[config.mk]
export PLATFORM = sky130hd
export DESIGN_NAME = cla_slice_sequencer
export DESIGN_NICKNAME = d
export VERILOG_FILES = /design/src/rtl/cla_slice_sequencer.sv
export SDC_FILE = /design/constraint.sdc
export NUM_CORES = 1
export LEC_CHECK = 0
export ABC_AREA = 1
export CAP_MARGIN = 20
export CORE_MARGIN = 5
export CORE_UTILIZATION = 25
export DETAILED_ROUTE_END_ITERATION = 10
export PLACE_DENSITY = 0.57
export SLEW_MARGIN = 20
export SYNTH_ARGS = -nofsm -noshare
export SYNTH_HDL_FRONTEND = slang
export SYNTH_SLANG_ARGS = --single-unit
[constraint.sdc]
create_clock -name clk -period 3.4 [get_ports clk]
set_clock_uncertainty 0.2 [all_clocks]
set_input_delay 0.68 -clock clk [delete_from_list [all_inputs] [get_ports clk]]
set_output_delay 0.68 -clock clk [all_outputs]
set_load 0.01 [all_outputs]
[src/rtl/cla_slice_sequencer.sv]
// Multi-cycle wide adder: streams operands one data_width slice per cycle through
// a single CLA slice, rippling the carry through a register between slices.

module carry_gen_adder #(
  parameter int unsigned data_width = 4
) (
  input  logic [data_width-1:0] a,
  input  logic [data_width-1:0] b,
  input  logic                  cin,
  output logic [data_width-1:0] sum,
  output logic                  cout
);

  logic [data_width-1:0] g;
  logic [data_width-1:0] p;
  logic [data_width:0]   carry;

  assign g = a & b;
  assign p = a ^ b;

  // Each carry is expanded from cin and the lower generate/propagate terms.
  always_comb begin
    logic acc;
    carry    = '0;
    acc      = 1'b0;
    carry[0] = cin;
    for (int i = 0; i < int'(data_width); i++) begin
      acc = cin;
      for (int j = 0; j <= i; j++) begin
        acc = g[j] | (p[j] & acc);
      end
      carry[i+1] = acc;
    end
  end

  assign sum  = p ^ carry[data_width-1:0];
  assign cout = carry[data_width];

endmodule

module cla_slice_sequencer #(
  parameter int unsigned data_width = 4,
  parameter int unsigned num_slices = 4
) (
  input  logic                             clk,
  input  logic                             rst,
  input  logic                             in_valid,
  output logic                             in_ready,
  input  logic [data_width*num_slices-1:0] in_a,
  input  logic [data_width*num_slices-1:0] in_b,
  input  logic                             in_cin,
  output logic                             out_valid,
  input  logic                             out_ready,
  output logic [data_width*num_slices-1:0] out_sum,
  output logic                             out_cout,
  output logic                             out_ovf
);

  localparam int unsigned TW   = data_width * num_slices;
  localparam int unsigned IW   = (num_slices > 1) ? $clog2(num_slices) : 1;
  localparam int unsigned LAST = num_slices - 1;

  typedef enum logic [1:0] {IDLE, RUN, DONE} state_t;

  state_t          state_q, state_d;
  logic [IW-1:0]   idx_q, idx_d;
  logic [TW-1:0]   a_q, a_d;
  logic [TW-1:0]   b_q, b_d;
  logic [TW-1:0]   sum_q, sum_d;
  logic            carry_q, carry_d;
  logic            ovf_q, ovf_d;
  logic            valid_q, valid_d;

  logic [data_width-1:0] slice_a;
  logic [data_width-1:0] slice_b;
  logic [data_width-1:0] slice_sum;
  logic                  slice_cout;

  // Slice mux feeding the single CLA instance.
  assign slice_a = a_q[32'(idx_q) * data_width +: data_width];
  assign slice_b = b_q[32'(idx_q) * data_width +: data_width];

  carry_gen_adder #(.data_width(data_width)) u_cla (
    .a    (slice_a),
    .b    (slice_b),
    .cin  (carry_q),
    .sum  (slice_sum),
    .cout (slice_cout)
  );

  always_ff @(posedge clk) begin
    if (rst) begin
      state_q <= IDLE;
      idx_q   <= '0;
      a_q     <= '0;
      b_q     <= '0;
      sum_q   <= '0;
      carry_q <= 1'b0;
      ovf_q   <= 1'b0;
      valid_q <= 1'b0;
    end else begin
      state_q <= state_d;
      idx_q   <= idx_d;
      a_q     <= a_d;
      b_q     <= b_d;
      sum_q   <= sum_d;
      carry_q <= carry_d;
      ovf_q   <= ovf_d;
      valid_q <= valid_d;
    end
  end

  always_comb begin
    state_d  = state_q;
    idx_d    = idx_q;
    a_d      = a_q;
    b_d      = b_q;
    sum_d    = sum_q;
    carry_d  = carry_q;
    ovf_d    = ovf_q;
    valid_d  = valid_q;
    in_ready = 1'b0;
    case (state_q)
      IDLE: begin
        in_ready = 1'b1;
        if (in_valid) begin
          a_d     = in_a;
          b_d     = in_b;
          carry_d = in_cin;
          idx_d   = '0;
          ovf_d   = 1'b0;
          state_d = RUN;
        end
      end
      RUN: begin
        sum_d[32'(idx_q) * data_width +: data_width] = slice_sum;
        carry_d = slice_cout;
        idx_d   = idx_q + IW'(1);
        if (idx_q == IW'(LAST)) begin
          // Final slice: its sum MSB is the result MSB used for overflow.
          ovf_d   = (a_q[TW-1] == b_q[TW-1]) && (slice_sum[data_width-1] != a_q[TW-1]);
          idx_d   = '0;
          valid_d = 1'b1;
          state_d = DONE;
        end
      end
      DONE: begin
        if (out_ready) begin
          valid_d = 1'b0;
          state_d = IDLE;
        end
      end
      default: begin
        valid_d = 1'b0;
        state_d = IDLE;
      end
    endcase
  end

  assign out_valid = valid_q;
  assign out_sum   = sum_q;
  assign out_cout  = carry_q;
  assign out_ovf   = ovf_q;

endmodule

==> flow_metrics.tcl <==
set metrics [dict create \
    slew_viol_final 0 \
    grt_overflow 0 \
    grt_max_degree 44 \
    syn_area_per_cell_um2 7.21 \
    routabilityCongestion 0.863 \
    path_clk_slew_ns 0.10 \
    tightest_slew_ns 0.561 \
    htreeDepth 2 \
    drcViolationCount 0 \
    core_region_area_um2 9730 \
    clock-root-buffer "clkbuf_8" \
    cts_made_buffers 5 \
    cp_top_family "adder cells" \
    slew_headroom_pct 62.5 \
    fmax_ghz 0.314 \
    postSynthCellCount 345 \
    hold_viol_final 0 \
    hold_ws_ns 0.269 \
    routedWlPerCell_um 11.7 \
    ant_nets 0 \
    grt_usage_pct 10.5 \
    ys_seq_area_share_pct 44.2 \
    n_antenna_cell 0 \
    ys_ff_latch 55 \
    die_h_um 110 \
    ys_warn_count 0 \
    clk_path_buf_depth 2 \
    synth_nets 392 \
    critical-path-slowest-cell "fa_1" \
    nFillCells 1052 \
    syn_to_final_growth_pct 33.5 \
    critical_path_class "reg -> reg" \
    finalSetupViolCount 0 \
    syn-cell-area_um2 2490 \
    grt_pass1_wl_mm 10.2 \
    ys_types 23 \
    dp_hpwl_mm 4.97 \
    cp_max_fo 8 \
    io_pins 57 \
    viasPerCell 4.35 \
    final.setup.tns_ns 0 \
    clock-sinks 55 \
    power_leakage_nw 1.35 \
    cp_num_buf_inv 5 \
    drive_above_1_share_pct 5.96 \
    min_period_over_period_pct 93.7 \
    worstSkewPairLatency_ns 0.31 \
    drt_iter0_drc 74 \
    ir_drop_mv 0.178 \
    cts_tree "done" \
    wirelength_mm 6.27 \
    nets 449 \
    worstPathCellList "inv_1 > o21ai_0 > o22ai_1 > fa_1 > inv_1 > fa_1 > fa_1 > inv_1 > fa_1 > inv_1 > nor2_1 > nand2_1 > o21ai_0 > inv_1 > nor2_1" \
    first_pass_iters 4 \
    dieArea_um2 12000 \
    antenna_found_initial 0 \
    rows 36 \
    worstPathRequired_ns 3.40 \
    start_util_pct 25.6 \
    grt_pass1_vias 2291 \
    critPathCaptureType "register" \
    critPathMaxStageDelay_ns 0.43 \
    critPathLaunchType "register" \
    period_minus_slack_ns 3.19 \
    vias 2330 \
    cap_violations 0 \
    power_density_nw_per_um2 422 \
    min_path_type "reg -> reg" \
    status "finished, final reports clean" \
    io_buffers 56 \
    die_x_um 110 \
    path_common_cell "inv_1" \
    arrival_ns 3.19 \
]
final timing paths:
check | cells after the start | slack, ns | endpoint | from
worst max-delay path | 15 | 0.21 | out_sum[7]$_SDFFE_PP0P_ | idx_q[1]$_SDFFE_PP0P_
worst min register to register | 2 | 0.27 | out_sum[12]$_SDFFE_PP0P_ | out_sum[12]$_SDFFE_PP0P_
worst max register to register | 15 | 0.21 | out_sum[7]$_SDFFE_PP0P_ | idx_q[1]$_SDFFE_PP0P_
worst min-delay path | 2 | 0.27 | out_sum[12]$_SDFFE_PP0P_ | out_sum[12]$_SDFFE_PP0P_
worst min-delay path, stage by stage (launching register included):
cell and delay (ns):
dfxtp_1 0.32, nand2_1 0.06, a21oi_1 0.05
cell usage after synthesis:
cell type,number,area share [%]
buf_2,7,1.4
o22a_1,4,1.4
buf_1,1,0.15
nand2_1,30,4.5
inv_1,29,4.4
o21ai_1,2,0.40
nor2_1,97,15
and2_1,1,0.25
o21a_1,1,0.30
a21oi_1,15,3.0
or2_2,1,0.25
ha_1,6,3.0
fa_1,4,3.2
nand2_2,1,0.25
o21ai_0,59,12
nand3_1,12,2.4
buf_4,1,0.30
nor3_1,6,1.2
o22ai_1,4,1.0
nor2_2,1,0.25
dfxtp_1,55,44
clkbuf_1,7,1.1
buf_6,1,0.45
final cells by class:
cell class | count | area [um2] | area share, %
inverters | 29 | 113 | 3.39
repair buffers | 67 | 643 | 19.4
flip-flops and latches | 55 | 1100 | 33.2
well taps | 133 | 166 | 5.01
clock inverters | 1 | 7.51 | 0.226
multi-input cells | 244 | 1190 | 36.0
clock buffers | 7 | 96.3 | 2.90
stage by stage:
step | std cells | total power (W) | setup WS (ns) | utilization (%) | area [um2]
6_report | 536 | 0.00140 | 0.213 | 34.2 | 3320
5_1_grt | 536 | 0.00149 | -0.0173 | 34.2 | 3320
4_1_cts | 533 | 0.00142 | 0.136 | 33.9 | 3300
3_5_place_dp | 525 | 0.00103 | 0.183 | 32.8 | 3190
3_3_place_gp | 525 | 0.00102 | 0.283 | 32.8 | 3190
2_1_floorplan | 345 | 0.000908 | 0.296 | - | 2490
state kept, by name, summed over array words and instances (netlist names):
name       cells
out_cout       1
state_q        2
b_q           16
a_q           16
idx_q          2
out_sum       16
out_ovf        1
out_valid      1
kinds of logic after synthesis:
logic type	after synthesis	share of synthesized area, %
adder cells (fa/ha/maj)	10	6.23
flip-flops	55	44.2
AND/OR/NAND/NOR	149	23.8
AO/OA/AOI/OAI	85	18.0
buffers and inverters	46	7.74
cell usage in the layout, fill, tap and decap left out, drive strengths merged, types with 6 or more instances in the layout:
cell type / netlist / final
nor2: 98 / 98
o21ai: 61 / 61
clkdlybuf4s50: 0 / 56
dfxtp: 55 / 55
nand2: 31 / 31
inv: 29 / 28
a21oi: 15 / 15
nand3: 12 / 12
buf: 10 / 11
clkbuf: 7 / 7
nor3: 6 / 6
ha: 6 / 6
layer usage:
metal	track usage, %	part of all wire (%)
met1	13.0	45
met2	18.7	49
met3	2.35	4.9
met4	2.40	1.1
met5	0	0
where the power goes:
| group | switching, W | leakage, nW | internal, W |
|---|---|---|---|
| logic | 0.000156 | 0.848 | 0.000138 |
| registers | 0.0000304 | 0.453 | 0.000688 |
| clock network | 0.000203 | 0.0505 | 0.000186 |
what timing repair did:
action	4_1_cts	5_1_grt
hold buffers	0	0
buffers inserted	0	3
setup endpoints to repair	0	4
endpoints found under the hold margin	0	0
resized for setup	0	2
(Power assumes the default switching activity.)
